==> config.mk <==
export PLATFORM = sky130hd
export DESIGN_NAME = mem_arbiter
export DESIGN_NICKNAME = d
export VERILOG_FILES = /design/src/rtl/npc_pkg.sv /design/src/rtl/arb_pick2.sv /design/src/rtl/mem_arbiter.sv
export SDC_FILE = /design/constraint.sdc
export NUM_CORES = 1
export LEC_CHECK = 0
export CORE_AREA = 5 5 105 107
export CTS_BUF_LIST = sky130_fd_sc_hd__clkbuf_16
export CTS_CLUSTER_SIZE = 24
export DETAILED_ROUTE_END_ITERATION = 12
export DIE_AREA = 0 0 110 112
export MAX_ROUTING_LAYER = met4
export PLACE_DENSITY_LB_ADDON = 0.3
export SETUP_SLACK_MARGIN = 0.05
export SLEW_MARGIN = 0
export SYNTH_ARGS = -nofsm -noshare
export SYNTH_HDL_FRONTEND = slang
export SYNTH_SLANG_ARGS = --single-unit
==> constraint.sdc <==
create_clock -name clk -period 1.95 [get_ports clk]
set_input_delay 0.39 -clock clk [delete_from_list [all_inputs] [get_ports clk]]
set_output_delay 0.39 -clock clk [all_outputs]
set_load 0.005 [all_outputs]
==> src/rtl/npc_pkg.sv <==
// npc_pkg: shared FSM/owner encodings and default widths for the npc memory path.
package npc_pkg;
    localparam int ADDR_W_DEF = 32;
    localparam int DATA_W_DEF = 32;
    typedef enum logic [1:0] {IDLE, REQ, WAIT} state_t;
    typedef enum logic {OWN_IFU, OWN_LSU} owner_t;
endpackage

==> src/rtl/arb_pick2.sv <==
// arb_pick2: two-way combinational picker; req[0]=IFU, req[1]=LSU, last_loser=1 means LSU lost the last tie.
module arb_pick2 (
    input  logic [1:0] req,
    input  logic       prio_lsu,
    input  logic       last_loser,
    output logic [1:0] grant
);
    assign grant = (&req) ? ((prio_lsu || last_loser) ? 2'b10 : 2'b01) : req;
endmodule

==> src/rtl/mem_arbiter.sv <==
// mem_arbiter: shares one memory port between IFU and LSU, one transaction in flight.
module mem_arbiter
    import npc_pkg::*;
#(
    parameter int ADDR_W   = ADDR_W_DEF,
    parameter int DATA_W   = DATA_W_DEF,
    parameter int LSU_PRIO = 1
) (
    input  logic                clk,
    input  logic                rst,
    input  logic                ifu_req_valid,
    output logic                ifu_req_ready,
    input  logic [ADDR_W-1:0]   ifu_addr,
    output logic                ifu_resp_valid,
    output logic [DATA_W-1:0]   ifu_resp_data,
    input  logic                lsu_req_valid,
    output logic                lsu_req_ready,
    input  logic [ADDR_W-1:0]   lsu_addr,
    input  logic                lsu_wen,
    input  logic [DATA_W-1:0]   lsu_wdata,
    input  logic [DATA_W/8-1:0] lsu_wmask,
    output logic                lsu_resp_valid,
    output logic [DATA_W-1:0]   lsu_resp_data,
    output logic                mem_req_valid,
    input  logic                mem_req_ready,
    output logic [ADDR_W-1:0]   mem_addr,
    output logic                mem_wen,
    output logic [DATA_W-1:0]   mem_wdata,
    output logic [DATA_W/8-1:0] mem_wmask,
    input  logic                mem_resp_valid,
    input  logic [DATA_W-1:0]   mem_resp_data
);
    state_t              state_q, state_d;
    owner_t              owner_q, owner_d, last_loser_q, last_loser_d;
    logic [ADDR_W-1:0]   addr_q, addr_d;
    logic                wen_q, wen_d;
    logic [DATA_W-1:0]   wdata_q, wdata_d;
    logic [DATA_W/8-1:0] wmask_q, wmask_d;
    logic [1:0]          grant;
    logic                idle, ifu_hs, lsu_hs, resp_fire;

    arb_pick2 u_pick (
        .req       ({lsu_req_valid, ifu_req_valid}),
        .prio_lsu  (LSU_PRIO != 0),
        .last_loser(last_loser_q == OWN_LSU),
        .grant     (grant)
    );

    assign idle          = !rst && state_q == IDLE;
    assign ifu_hs        = idle && grant[0];
    assign lsu_hs        = idle && grant[1];
    assign ifu_req_ready = ifu_hs;
    assign lsu_req_ready = lsu_hs;
    assign mem_req_valid = !rst && state_q == REQ;
    // Zero-wait memory may answer in the same cycle it accepts the request.
    assign resp_fire     = !rst && mem_resp_valid &&
                           (state_q == WAIT || (state_q == REQ && mem_req_ready));
    assign ifu_resp_valid = resp_fire && owner_q == OWN_IFU;
    assign lsu_resp_valid = resp_fire && owner_q == OWN_LSU;
    assign ifu_resp_data  = mem_resp_data;
    assign lsu_resp_data  = mem_resp_data;
    assign mem_addr  = addr_q;
    assign mem_wen   = wen_q;
    assign mem_wdata = wdata_q;
    assign mem_wmask = wmask_q;

    always_comb begin
        state_d      = state_q;
        owner_d      = owner_q;
        last_loser_d = last_loser_q;
        addr_d       = addr_q;
        wen_d        = wen_q;
        wdata_d      = wdata_q;
        wmask_d      = wmask_q;
        if (ifu_hs || lsu_hs) begin
            state_d = REQ;
            owner_d = lsu_hs ? OWN_LSU : OWN_IFU;
            addr_d  = lsu_hs ? lsu_addr : ifu_addr;
            wen_d   = lsu_hs && lsu_wen;
            wdata_d = lsu_hs ? lsu_wdata : '0;
            wmask_d = lsu_hs ? lsu_wmask : '0;
            if (ifu_req_valid && lsu_req_valid)
                last_loser_d = lsu_hs ? OWN_IFU : OWN_LSU;
        end else if (state_q == REQ && mem_req_ready) begin
            state_d = mem_resp_valid ? IDLE : WAIT;
        end else if (state_q == WAIT && mem_resp_valid) begin
            state_d = IDLE;
        end
    end

    always_ff @(posedge clk) begin
        if (rst) begin
            state_q      <= IDLE;
            owner_q      <= OWN_IFU;
            last_loser_q <= OWN_IFU;
            addr_q       <= '0;
            wen_q        <= 1'b0;
            wdata_q      <= '0;
            wmask_q      <= '0;
        end else begin
            state_q      <= state_d;
            owner_q      <= owner_d;
            last_loser_q <= last_loser_d;
            addr_q       <= addr_d;
            wen_q        <= wen_d;
            wdata_q      <= wdata_d;
            wmask_q      <= wmask_d;
        end
    end
endmodule

Word level (Yosys, flattened, before mapping)
Cells that the tools add are included.
Widths: inputs -> output; s select.
{"block": "classes", "eq_ne": 2, "n_bitwise": 1, "reduce_logical": 19, "n_mux": 9}
{"operator": "$mux 32", "n": 2}
{"operator": "$logic_and 1x1->1", "n": 11}
{"operator": "$mux 2", "n": 4}
{"operator": "$mux 4", "n": 1}
{"operator": "$reduce_bool 3->1", "n": 1}
{"operator": "$eq 2x1->1 const B", "n": 1}
{"operator": "$eq 2x2->1 const B", "n": 1}
{"operator": "$logic_not 2->1", "n": 1}
{"operator": "$logic_or 1x1->1", "n": 2}
{"operator": "$mux 1", "n": 2}
{"operator": "$reduce_and 2->1", "n": 1}
{"operator": "$reduce_bool 2->1", "n": 1}
{"operator": "$reduce_or 2->1", "n": 1}
{"operator": "$logic_not 1->1", "n": 1}
{"operator": "$not 1->1", "n": 1}
{"block": "totals", "input_bits": 139, "ff_bits": 72, "out_inout_bits": 138, "word_cells": 38}

Logic depth before layout (Yosys ltp)
Gate-level depths: netlist of run 1.
{"block": "depth", "depth_word": 5, "mapped_depth": 7, "depth_no_buf": 3}

Hierarchy
A second synthesis of run 1 with hierarchy kept.
{"block": "hier_totals", "cells_unflattened": 411, "area_unflattened_um2": 4127.7}
{"mod": "mem_arbiter", "area_each_um2": 4105.2, "n_inst": 1, "cells_each": 407, "seq_area_each_um2": 1461.4}
{"mod": "arb_pick2", "area_each_um2": 22.5, "n_inst": 1, "cells_each": 4, "seq_area_each_um2": 0.0}

Worst setup path before layout of run 1
Ideal clock, no wire load.
{"block": "synth_timing", "path_kind": "input to output", "from": "input lsu_req_valid", "to": "output ifu_req_ready", "arrival_time_ns": 1.215, "stages": 5, "required_time_ns": 1.560, "setup_slack_ns": 0.345, "path_buffers": 3, "path_cell_list": "buf_2 -> nor2b_1 -> buf_2 -> clkbuf_1 -> nor2b_1"}
{"block": "synth_between", "elab_chain_len": 3}
{"element": "start, declared", "line_no": "mem_arbiter.sv:16", "rtl": "input logic lsu_req_valid,"}
{"element": "$reduce_and 2->1", "line_no": "arb_pick2.sv:8", "rtl": "assign grant = (&req) ? ((prio_lsu || last_loser) ? 2'b10 : 2'b01) : req;"}
{"element": "$mux 2", "line_no": "arb_pick2.sv:8"}
{"element": "$logic_and 1x1->1", "line_no": "mem_arbiter.sv:50", "rtl": "assign ifu_hs = idle && grant[0];"}
{"element": "end, declared", "line_no": "mem_arbiter.sv:12", "rtl": "output logic ifu_req_ready,"}
Every way passes these cells.

Final worst setup path of run 1
{"block": "layout_timing", "from": "input mem_req_ready", "to": "output lsu_resp_valid"}
{"block": "layout_between", "elab_chain_len": 4}
{"element": "start, declared", "line_no": "mem_arbiter.sv:25", "rtl": "input logic mem_req_ready,"}
{"element": "$logic_and 1x1->1", "line_no": "mem_arbiter.sv:57", "rtl": "(state_q == WAIT || (state_q == REQ && mem_req_ready));"}
{"element": "$logic_or 1x1->1", "line_no": "mem_arbiter.sv:57"}
{"element": "$logic_and 1x1->1", "line_no": "mem_arbiter.sv:56", "rtl": "assign resp_fire = !rst && mem_resp_valid &&"}
{"element": "$logic_and 1x1->1", "line_no": "mem_arbiter.sv:59", "rtl": "assign lsu_resp_valid = resp_fire && owner_q == OWN_LSU;"}
{"element": "end, declared", "line_no": "mem_arbiter.sv:22", "rtl": "output logic lsu_resp_valid,"}
Every way passes these cells.

==> results.json, run 1 <==
{
  "run_status": "finished, final reports clean",
  "drt-pass1-iter-count": 5,
  "critPathKind": "input port to primary output",
  "cts_tree": "yes",
  "n_antenna_cell": 0,
  "ios": 277,
  "final_nets": 540,
  "reg2reg_from": "state_q[1]",
  "antenna_left": 0,
  "powerDensity_mw_per_mm2": 880,
  "grt_pass1_wl_mm": 15.0,
  "critical_path.max_stage_delay_ps": 470,
  "clockRootBuffer": "clkbuf_16",
  "viasPerCell": 4.75,
  "die_w_um": 110,
  "htreeDepth": 3,
  "finalCriticalPeriod_ps": 1880,
  "total_power_mw": 4.31,
  "final_area_mm2": 0.00490,
  "multiInputGateArea_mm2": 0.00103,
  "placed_area_mm2": 0.00455,
  "synth.distinct_cells": 25,
  "start_util": 0.308,
  "finalSetupViolCount": 0,
  "rsz0062_at_grt": "false",
  "fmax_mhz": 531,
  "clock_skew_ps": 5.99,
  "routed-wl-met2_mm": 4.85,
  "ys_seq_elements": 72,
  "routedWlPerCell_um": 18.4,
  "ctsLongestPathBuffers": 2,
  "rr_endpoint": "mem_wdata[31]",
  "worstPathRequired_ps": 1560,
  "antenna_found_initial": 0,
  "rrSetupSlack_ps": 380,
  "syn_area_mm2": 0.00309,
  "maxSlewHeadroom": 0.733,
  "std_cell_rows": 37,
  "area_growth_pct": 58.7,
  "cap_violations": 0,
  "synth_area_per_cell_um2": 10.9,
  "critPathMaxFanout": 2,
  "highest_layer": "met4",
  "worstHoldStart": "mem_addr[3]",
  "grt_max_degree": 52,
  "gp_congestion": 0.740,
  "core_mm2": 0.0100,
  "clkTransAtPathRegs_ps": 60,
  "crit_slowest_cell": "clkdlybuf4s50_1",
  "port_buffers": 180,
  "regArea_mm2": 0.00144,
  "vias": 2575,
  "cts_setup_buffers": 0,
  "maxSlewViolCount": 0,
  "n_fill_cell": 925,
  "end_kind": "primary output",
  "hold_viol": 0,
  "path_buf_inv": 2,
  "crit_arrival_ps": 1490,
  "startpoint": "mem_req_ready",
  "clock_sinks": 72,
  "yosysWarnings": 0,
  "ys_seq_area_frac": 0.467,
  "r2r_cells": 5,
  "grt_pass1_vias": 2872,
  "numCtsBuffers": 9,
  "path_cells": "clkdlybuf4s50_1, nor2b_4, mux2i_2, nor4bb_1, buf_2",
  "route.detailed.drc": 0,
  "final_layout_size_suffix_gt1_frac": 0.103,
  "dieArea_mm2": 0.0123,
  "dieHeight_um": 112,
  "syn_nets": 423,
  "crit_family": "buffers and inverters",
  "startpoint_type": "input port",
  "wl_met3_um": 926,
  "wl_mm": 9.97,
  "hp-class": "register to register",
  "leakagePower_nw": 1.82,
  "wl_met1_mm": 3.93,
  "drt_iter0_markers": 179,
  "ir_drop_mv": 0.448,
  "path_depth": 5,
  "period_share": 0.965,
  "overflow": 0,
  "dp_hpwl_mm": 7.43,
  "grt_usage": 0.163,
  "clock_latency_ps": 330,
  "critPathCapture": "lsu_resp_valid",
  "netlist_instances": 284,
  "worst_pin_slew_ps": 401
}
==> metal layers <==
metal,track usage,vias up
met5,-,-
li1,-,1224
met1,0.187,1177
met4,0.0715,0
met3,0.0464,27
met2,0.263,147
==> where the power goes <==
| part | switching, mW | internal [mW] |
|---|---|---|
| combinational | 0.268 | 0.502 |
| sequential | 0.0633 | 1.59 |
| clock | 0.637 | 1.25 |
| total | 0.969 | 3.34 |
==> placed cells by master (no fill, tap or decap), drive strengths merged <==
cell and n:
a21bo 1, a21oi 4, a22o 37, a22oi 32
buf 17, bufinv 3, clkbuf 9, clkdlybuf4s15 1
clkdlybuf4s50 174, clkinv 2, dfxtp 72, dlygate4sd2 2
inv 3, mux2i 1, nand2 2, nand2b 2
nor2 2, nor2b 4, nor3b 1, nor4b 1
nor4bb 1, o21ai 1, o2bb2ai 32, or2 1
or3 1
==> logic make-up (layout without fill, tap and decap cells) <==
group,count (synthesis),count (layout),synth area share
compound gates,107,107,0.286
buf+inv,89,211,0.209
flops,72,72,0.467
simple gates,15,15,0.0348
mux,1,1,0.00324
==> synthesized netlist by cell type (all sizes together) <==
master,instances,area (um2)
or2,1,6.26
nor4b,1,8.76
a21oi,4,23.8
a22oi,32,240
inv,1,3.75
o21ai,1,5.00
o2bb2ai,32,280
nor3b,1,7.51
clkbuf,9,33.8
or3,1,6.26
mux2i,1,10.0
buf,79,609
a21bo,1,10.0
nand2,2,7.51
a22o,37,324
nor2b,4,25.0
dfxtp,72,1440
nor4bb,1,10.0
nand2b,2,12.5
nor2,2,23.8
==> worst min path at each step <==
stage | end | slack, ps | depth (start not counted)
floorplan | mem_addr[0] | 460 | 1
global placement | mem_addr[28] | 440 | 1
detailed placement | mem_addr[3] | 450 | 1
CTS | mem_addr[3] | 470 | 1
global route | mem_addr[3] | 480 | 1
finish | mem_addr[3] | 460 | 1
==> state kept, by name (all words and copies together) (netlist names) <==
register   flops
owner_q        1
mem_wen        1
mem_wmask      4
mem_addr      32
state_q        2
mem_wdata     32
==> worst reg2reg max path, cell delays in order, from the launching register on <==
cell	delay, ps
dfxtp_2	330
or3_4	370
buf_6	140
nor2_8	80
buf_4	370
a22o_1	220
==> timing repair <==
item                       in CTS  in global routing
gates cloned                    0                  0
setup endpoints to repair       5                  3
gates resized for setup        23                  1
pin swaps                       3                  2
hold buffers                    0                  0
==> per-stage QoR <==
step | hold WS, ps | setup WS (ps) | utilization | cells | setup TNS [ps]
final | 461 | 68.1 | 0.488 | 542 | 0
after global routing | 478 | 55.5 | 0.488 | 542 | 0
after CTS | 465 | 62.0 | 0.488 | 542 | 0
after detailed placement | 446 | -396 | 0.452 | 526 | -12780
after global placement | 444 | -427 | 0.452 | 526 | -10720
after floorplan | 456 | 345 | - | 284 | 0
==> layout make-up <==
cell class / instances / area share
inverters: 1 / 0.000766
well taps: 136 / 0.0347
clock buffers: 9 / 0.0459
flip-flops and latches: 72 / 0.294
clock inverters: 7 / 0.0245
multi-input cells: 123 / 0.211
repair buffers: 194 / 0.389
Note: power is estimated with default switching activity, not from simulation.
==> run 2, diff against run 1 <==
--- a/config.mk
+++ b/config.mk
@@ -7,12 +7,13 @@
 export LEC_CHECK = 0
 export CORE_AREA = 5 5 105 107
 export CTS_BUF_LIST = sky130_fd_sc_hd__clkbuf_16
-export CTS_CLUSTER_SIZE = 24
+export CTS_CLUSTER_SIZE = 14
 export DETAILED_ROUTE_END_ITERATION = 12
 export DIE_AREA = 0 0 110 112
 export MAX_ROUTING_LAYER = met4
 export PLACE_DENSITY_LB_ADDON = 0.3
 export SETUP_SLACK_MARGIN = 0.05
+export SKIP_CTS_REPAIR_TIMING = 1
 export SLEW_MARGIN = 0
 export SYNTH_ARGS = -nofsm -noshare
 export SYNTH_HDL_FRONTEND = slang
==> run 2 against run 1 <==
Utilization increased by 0.21 points. Final cell count unchanged. Non-clock buffer count is the same. Critical endpoint unchanged.
==> results.json, run 2 (same netlist as run 1, synthesis figures left out) <==
{
  "run_status": "finished, final reports clean",
  "area_growth_pct": 59.4,
  "htreeDepth": 3,
  "dieHeight_um": 112,
  "drt-pass1-iter-count": 4,
  "route.detailed.drc": 0,
  "clock_sinks": 72,
  "path_cells": "clkdlybuf4s50_1, nor2b_2, mux2i_1, nor4bb_1, dlymetal6s2s_1",
  "grt_pass1_vias": 2863,
  "leakagePower_nw": 1.90,
  "grt_pass1_wl_mm": 15.0,
  "final_area_mm2": 0.00492,
  "fin_ws_ps": 59.5,
  "overflow": 0,
  "mostFrequentLayoutCells": "174 x clkdlybuf4s50_1, 72 x dfxtp_1, 37 x a22o_1",
  "ir_drop_mv": 0.439,
  "port_buffers": 180,
  "start_util": 0.308,
  "worstHoldStart": "mem_addr[3]",
  "startpoint_type": "input port",
  "gp_congestion": 0.740,
  "final_nets": 540,
  "ios": 277,
  "core_mm2": 0.0100,
  "antenna_left": 0,
  "grt_usage": 0.163,
  "holdWs_ps": 461,
  "vias": 2590,
  "dieArea_mm2": 0.0123,
  "wl_mm": 9.92,
  "ctsLongestPathBuffers": 2,
  "place_ws_ps": -396,
  "placed_area_mm2": 0.00455,
  "clock_skew_ps": 6.46,
  "end_kind": "primary output",
  "worstPathRequired_ps": 1560,
  "maxSlewViolCount": 0,
  "finalCriticalPeriod_ps": 1890,
  "final_layout_size_suffix_gt1_frac": 0.0887,
  "grt_max_degree": 52,
  "die_w_um": 110,
  "drt_iter0_markers": 169,
  "startpoint": "mem_req_ready",
  "dp_hpwl_mm": 7.43,
  "numCtsBuffers": 9,
  "cap_violations": 0,
  "clkTransAtPathRegs_ps": 60,
  "finalSetupViolCount": 0,
  "n_antenna_cell": 0,
  "final_core_util": 0.490,
  "fmax_mhz": 529,
  "reg2reg_from": "state_q[1]",
  "clock_latency_ps": 330,
  "critPathMaxFanout": 2,
  "n_fill_cell": 921,
  "critPathKind": "input port to primary output",
  "total_power_mw": 4.31,
  "crit_slowest_cell": "clkdlybuf4s50_1",
  "worst_pin_slew_ps": 394,
  "rsz0062_at_grt": "true",
  "hp-class": "register to register",
  "hold_viol": 0,
  "powerDensity_mw_per_mm2": 875,
  "maxSlewHeadroom": 0.737,
  "critical_path.max_stage_delay_ps": 460,
  "std_cell_rows": 37,
  "cts_tree": "yes",
  "routedWlPerCell_um": 18.3,
  "clockRootBuffer": "clkbuf_16",
  "viasPerCell": 4.78,
  "antenna_found_initial": 0,
  "period_share": 0.969,
  "crit_arrival_ps": 1500,
  "mostFrequentLayoutCell": "clkdlybuf4s50_1"
}
## run 2: cell types whose count changed in the layout (fill, tap and decap cells not counted), sizes merged
cell / previous run / this run
dlygate4sd2: 2 / 0
dlymetal6s2s: 0 / 6
buf: 17 / 14
clkdlybuf4s15: 1 / 0
## run 2: power breakdown
part	internal [mW]	switching, mW	total (mW)
sequential	1.59	0.0635	1.65
combinational	0.502	0.266	0.768
clock	1.25	0.637	1.89
total	3.34	0.966	4.31
## run 2: worst paths after layout
kind              slack, ps              to  cells after the start
hold / removal          460     mem_addr[3]                      1
setup reg to reg        360   mem_wdata[31]                      5
setup / recovery         60  lsu_resp_valid                      5
hold reg to reg         460     mem_addr[3]                      1
## run 2: through the flow
step	cells	setup TNS [ps]
floorplan	284	0
global placement	526	-10720
detailed placement	526	-12780
CTS	542	-1720
global route	542	0
finish	542	0
## run 2: critical path: cells and delay by family
family | cells | cell delay (ps)
AND/OR/NAND/NOR | 2 | 390
buffers and inverters | 2 | 620
multiplexers | 1 | 100
## run 2: per-layer routing
layer	vias to the layer above	global-route usage	wire length [um]
li1	1224	-	-
met1	1187	0.188	3860
met2	154	0.263	4870
met3	25	0.0464	950
met4	0	0.0682	233
met5	-	-	0
## run 2: final cells by class
cell class              instances  area, um2  share of cell area
clock inverters                 7        120              0.0244
inverters                       1       3.75            0.000762
multi-input cells             123       1020               0.208
repair buffers                194       1940               0.394
flip-flops and latches         72       1440               0.293
well taps                     136        170              0.0346
clock buffers                   9        225              0.0457
